<file path="config.mk">
export PLATFORM = sky130hd
export DESIGN_NAME = icache_ctrl_flat
export DESIGN_NICKNAME = d
export VERILOG_FILES = /design/src/rtl/icache_ctrl_if.sv /design/src/rtl/icache_ctrl.sv /design/src/flat_wrapper.sv
export SDC_FILE = /design/constraint.sdc
export NUM_CORES = 1
export LEC_CHECK = 0
export BUFFER_PORTS_ARGS = -buffer_cell sky130_fd_sc_hd__buf_4
export CAP_MARGIN = 15
export CORE_UTILIZATION = 56
export CTS_CLUSTER_SIZE = 28
export DETAILED_ROUTE_END_ITERATION = 6
export MAX_ROUTING_LAYER = met4
export PLACE_DENSITY_LB_ADDON = 0.3
export SYNTH_ARGS = -nofsm -noshare
export SYNTH_HDL_FRONTEND = slang
export SYNTH_SLANG_ARGS = --single-unit
</file>
<file path="constraint.sdc">
create_clock -name CLK -period 8.9 [get_ports CLK]
set_input_delay 1.78 -clock CLK [delete_from_list [all_inputs] [get_ports CLK]]
set_output_delay 1.78 -clock CLK [all_outputs]
set_load 0.03 [all_outputs]
</file>
<file path="src/rtl/icache_ctrl_if.sv">
// Fetch-side and arbiter-side signal bundle for the instruction cache controller.
// The cache connects through the slave modport; the fetch stage and arbiter use master.
interface icache_ctrl_if #(
  parameter int unsigned CNT_W = 32
);
  logic             imemREN;
  logic [31:0]      imemaddr;
  logic             ihit;
  logic [31:0]      imemload;
  logic             iREN;
  logic [31:0]      iaddr;
  logic             iwait;
  logic [31:0]      iload;
  logic [CNT_W-1:0] hit_cnt;
  logic [CNT_W-1:0] miss_cnt;

  modport slave (
    input  imemREN, imemaddr, iwait, iload,
    output ihit, imemload, iREN, iaddr, hit_cnt, miss_cnt
  );

  modport master (
    output imemREN, imemaddr, iwait, iload,
    input  ihit, imemload, iREN, iaddr, hit_cnt, miss_cnt
  );
endinterface

</file>
<file path="src/rtl/icache_ctrl.sv">
// Direct-mapped 16-frame, one-word-per-block instruction cache.
// Hits are answered in the same cycle; misses fill one word from the arbiter.
module icache_ctrl #(
  parameter int unsigned CNT_W = 32
) (
  input  logic           CLK,
  input  logic           nRST,
  icache_ctrl_if.slave   bus
);
  localparam int unsigned TAG_W   = 26;
  localparam int unsigned IDX_W   = 4;
  localparam int unsigned DATA_W  = 32;
  localparam int unsigned NFRAMES = 16;

  typedef struct packed {
    logic [TAG_W-1:0]  tag;
    logic              valid;
    logic [DATA_W-1:0] data;
  } icache_t;

  typedef enum logic {IDLE_I, LD} istate_t;

  icache_t          frame_q [NFRAMES];
  istate_t          state_q;
  logic             iren_q;
  logic [31:0]      iaddr_q;
  logic [CNT_W-1:0] hit_cnt_q;
  logic [CNT_W-1:0] miss_cnt_q;

  logic [TAG_W-1:0] req_tag;
  logic [IDX_W-1:0] req_idx;
  logic [TAG_W-1:0] fill_tag;
  logic [IDX_W-1:0] fill_idx;
  logic             hit_c;
  logic [1:0]       unused_byte_ofs;

  function automatic logic [CNT_W-1:0] sat_inc(input logic [CNT_W-1:0] v);
    return (&v) ? v : v + CNT_W'(1);
  endfunction

  assign unused_byte_ofs = bus.imemaddr[1:0];
  assign fill_tag        = iaddr_q[31:6];
  assign fill_idx        = iaddr_q[5:2];

  // Zero-latency tag compare; forced low while reset is asserted.
  always_comb begin
    req_tag = bus.imemaddr[31:6];
    req_idx = bus.imemaddr[5:2];
    hit_c   = 1'b0;
    if (nRST && (state_q == IDLE_I) && bus.imemREN &&
        frame_q[req_idx].valid && (frame_q[req_idx].tag == req_tag)) begin
      hit_c = 1'b1;
    end
  end

  assign bus.ihit     = hit_c;
  assign bus.imemload = hit_c ? frame_q[req_idx].data : '0;
  assign bus.iREN     = iren_q;
  assign bus.iaddr    = iaddr_q;
  assign bus.hit_cnt  = hit_cnt_q;
  assign bus.miss_cnt = miss_cnt_q;

  // Fill FSM; reset abandons an in-flight fill and only clears valid bits.
  always_ff @(posedge CLK) begin
    if (!nRST) begin
      state_q    <= IDLE_I;
      iren_q     <= 1'b0;
      iaddr_q    <= '0;
      hit_cnt_q  <= '0;
      miss_cnt_q <= '0;
      for (int i = 0; i < int'(NFRAMES); i++) begin
        frame_q[i].valid <= 1'b0;
      end
    end else begin
      case (state_q)
        IDLE_I: begin
          if (hit_c) begin
            hit_cnt_q <= sat_inc(hit_cnt_q);
          end else if (bus.imemREN) begin
            miss_cnt_q <= sat_inc(miss_cnt_q);
            iaddr_q    <= {bus.imemaddr[31:2], 2'b00};
            iren_q     <= 1'b1;
            state_q    <= LD;
          end
        end
        LD: begin
          if (!bus.iwait) begin
            frame_q[fill_idx] <= '{tag: fill_tag, valid: 1'b1, data: bus.iload};
            iren_q            <= 1'b0;
            iaddr_q           <= '0;
            state_q           <= IDLE_I;
          end
        end
        default: begin
          state_q <= IDLE_I;
          iren_q  <= 1'b0;
        end
      endcase
    end
  end
endmodule

</file>
<file path="src/flat_wrapper.sv">
// flat-port wrapper written by rule: the top's interface ports become plain ports
module icache_ctrl_flat 
#(
  parameter int unsigned CNT_W = 32
)
  (CLK, nRST, bus_imemREN, bus_imemaddr, bus_iwait, bus_iload, bus_ihit, bus_imemload, bus_iREN, bus_iaddr, bus_hit_cnt, bus_miss_cnt);
  icache_ctrl_if #(.CNT_W(CNT_W)) bus_i ();
  input  logic CLK;
  input  logic nRST;
  input wire logic [$bits(bus_i.imemREN)-1:0] bus_imemREN;
  input wire logic [$bits(bus_i.imemaddr)-1:0] bus_imemaddr;
  input wire logic [$bits(bus_i.iwait)-1:0] bus_iwait;
  input wire logic [$bits(bus_i.iload)-1:0] bus_iload;
  output wire logic [$bits(bus_i.ihit)-1:0] bus_ihit;
  output wire logic [$bits(bus_i.imemload)-1:0] bus_imemload;
  output wire logic [$bits(bus_i.iREN)-1:0] bus_iREN;
  output wire logic [$bits(bus_i.iaddr)-1:0] bus_iaddr;
  output wire logic [$bits(bus_i.hit_cnt)-1:0] bus_hit_cnt;
  output wire logic [$bits(bus_i.miss_cnt)-1:0] bus_miss_cnt;
  assign bus_i.imemREN = bus_imemREN;
  assign bus_i.imemaddr = bus_imemaddr;
  assign bus_i.iwait = bus_iwait;
  assign bus_i.iload = bus_iload;
  assign bus_ihit = bus_i.ihit;
  assign bus_imemload = bus_i.imemload;
  assign bus_iREN = bus_i.iREN;
  assign bus_iaddr = bus_i.iaddr;
  assign bus_hit_cnt = bus_i.hit_cnt;
  assign bus_miss_cnt = bus_i.miss_cnt;
  icache_ctrl #(.CNT_W(CNT_W)) u_core (.CLK(CLK), .nRST(nRST), .bus(bus_i));
endmodule
</file>
==> qor.yml <==
run_status:
  status: "complete, but fails checks"
  violations: "design-rule violations"
cts:
  htreeDepth: 3
  clockBufferDepth: 3
  cts-root-buf: "clkbuf_16"
  clkSlewWorstSetupHoldPaths_ns: 0.06
  post_cts_buffers: 0
  cts_resized: 0
  hold_buffers: 0
  cts_tree: "built"
  numCtsBuffers: 105
  clock_latency_ns: 0.67
  cts.sink_count: 1040
cells_and_area:
  final_area_um2: 47600
  utilization_pct: 65.0
  fin_cells: 3494
  drive_above_1_share_pct: 26.7
  area.growth.synth_to_final_pct: 14.6
  nets: 2513
placement:
  dp_cells: 3294
  dpl-instance-area_um2: 44100
  portBuffers: 193
  post-dp-hpwl_mm: 55.2
  gp_congestion: 0.912
pwr:
  pwr-share-seq_pct: 52.2
  peakVddDrop_uv: 175
  intPower_mw: 8.13
  power_switching_share_pct: 21.1
  power_density_nw_per_um2: 217
  p_total_mw: 10.3
  leakagePower_nw: 16.3
  clockPowerShare_pct: 43.0
  p_switching_mw: 2.18
  combPwrFrac_pct: 4.8
die:
  core_um2: 73200
  start_util_pct: 56.8
  num_io_pins: 198
  die_w_um: 274
  die_h_um: 274
  die-area_um2: 75300
  fp-row-count: 99
drt:
  drc: 10
  routed_wl_mm: 100
  drtAntennaViolNets: 0
  wire_per_inst_um: 28.7
  dr.pass1.iters: 7
  num_vias: 22600
  routed_via_density: 6.45
  drt_iter0_drc: 2577
flow_run:
  cap_violations: 0
timing:
  fin_worst_skew_ns: 0.0249
  report.final.setup_viol: 0
  period_share_pct: 86.4
  relSlewSlack_pct: 28.4
  slew_violations: 0
  fmax_mhz: 130
  worst_pin_slew_ns: 1.07
  tns_ns: 0
  rsz0062_at_grt: "false"
  finalHoldViolations: 0
  min_period_ns: 7.69
synthesis:
  netlist_area_um2: 41500
  synth-main-ff-cell: "edfxtp_1"
  yosysTopAreaCellShare_pct: 67.1
  synth_edf_count: 928
  yosysWarnings: 0
  synth_cells: 2214
  ys_seq_elements: 1040
  avgSynthCellArea_um2: 18.8
  ys_async_sr_fraction_pct: 0
  synthTopCellsByArea: "edfxtp_1 67%, mux4_2 13%, dfxtp_1 5.4%, mux2i_1 2.9%, nand2_1 1.4%"
  synth_cell_types: 74
  netlist.top_cell.by_area: "edfxtp_1"
  yosysSeqAreaShare_pct: 72.5
worst_hold_path:
  hp-class: "reg2reg"
setup_path:
  crit_path_end_kind: "output port"
  crit_required_ns: 7.12
  cp_data_arrival_time_ns: 5.91
  critPathMaxFanout: 79
  crit_type: "in2out"
  critPathLaunchType: "input port"
grt:
  grt_overflow: 0
  grt_pass1_wl_mm: 147
  first_global_vias: 22700
  antenna_found_initial: 4
  grt_use_total_pct: 27.8
  grt_max_degree: 117
[synth_stat cells (all sizes together) (13+ instances only)]
library cell	count
or4	20
o31ai	17
a21o	16
nand4	30
nand3	33
and2	43
and3	19
o21ai	13
a21oi	26
nand2b	49
dfxtp	112
nor2	40
a22oi	17
nor3	29
nor4	14
inv	23
edfxtp	928
mux4	248
nand2	150
buf	63
mux2i	123
clkbuf	57
[cells in the final DEF, fill, tap and decap left out, drive strengths merged, types with 4 or more instances in the layout]
master	instances
a22oi	17
bufinv	13
a21oi	26
mux4	248
and3	19
or3	10
o31ai	17
clkinv	53
buf	240
dfxtp	112
and2	43
xnor2	11
inv	27
nor3	29
mux2i	123
and4	7
nor2b	12
nand4	30
o211ai	7
edfxtp	928
nand3b	4
nand4b	5
mux2	9
nor3b	5
nand2	150
nor4	14
nand2b	49
a221oi	6
clkbuf	128
nand3	33
nor2	40
or4	20
o21ai	13
xor2	11
a21o	16
[logic make-up after synthesis]
logic type      share of synthesized area (%)
mux                                      16.7
simple gates                             6.03
xor+xnor                                0.464
flops                                    72.5
buf+inv                                  1.71
compound gates                           2.60
other cells                           0.00903
fa+ha+maj                              0.0602
[path summary, 6_finish.rpt]
| path | endpoint | from | slack (ns) | cells past startpoint |
|---|---|---|---|---|
| max | bus_imemload[9] | bus_imemaddr[4] | 1.21 | 12 |
| min | u_core.frame_q[14][32] | u_core.frame_q[14][32] | 0.45 | 1 |
| max reg2reg | u_core.bus.iaddr[12] | u_core.frame_q[10][46] | 4.64 | 10 |
| min reg2reg | u_core.frame_q[14][32] | u_core.frame_q[14][32] | 0.45 | 1 |
[flip-flops by register name, indices dropped and copies added (netlist names)]
| register | cells |
|---|---|
| u_core.bus.hit_cnt | 32 |
| u_core.bus.iREN | 1 |
| u_core.bus.iaddr | 30 |
| u_core.bus.miss_cnt | 32 |
| u_core.frame_q | 944 |
| u_core.state_q | 1 |
[area by class of cell]
cell class                 count  area, µm²
clock buffer                 127       2750
sequential                  1040      30100
clock inverter                69        747
timing repair buffer         241       1860
inverter                      25       95.1
fill                        4799      25600
multi-input combinational   1030      10900
antenna                        3       7.51
tap                          959       1200
[power by group through the flow]
stage                     registers (mW)  logic (mW)  clock network (mW)
after floorplan                     5.49       0.301                   0
after global placement              5.48       0.482                   0
after detailed placement            5.49       0.493                   0
after CTS                           5.38       0.496                4.48
after global routing                5.39       0.524                4.67
final                               5.38       0.493                4.44
[per-layer routing]
metal  GRT usage [%]  vias to the layer above  part of all wire (%)  wire length [µm]
met4            8.70                        0                   3.2              3160
met5               -                        -                     0                 0
li1                -                     9475                     -                 -
met1            37.1                    11800                    39             39300
met2            44.4                     1076                    50             50100
met3            4.53                      214                   7.6              7600
[through the flow]
stage	hold slack, ns	setup WS [ns]
6_report	0.450	1.21
5_1_grt	0.468	1.09
4_1_cts	0.453	1.30
3_5_place_dp	0.439	1.33
3_3_place_gp	0.430	1.40
2_1_floorplan	0.425	1.90
[critical path, stage by stage]
cell and delay, ns:
buf_6 0.66, clkinv_1 0.75, nand3_1 0.30, a32oi_1 0.13, mux2_2 0.30, or4b_1 0.43
nor3_1 0.28, nand4_1 0.25, inv_1 0.11, buf_4 0.45, and2_1 0.23, buf_4 0.16
Note: power is estimated with default switching activity, not from simulation.
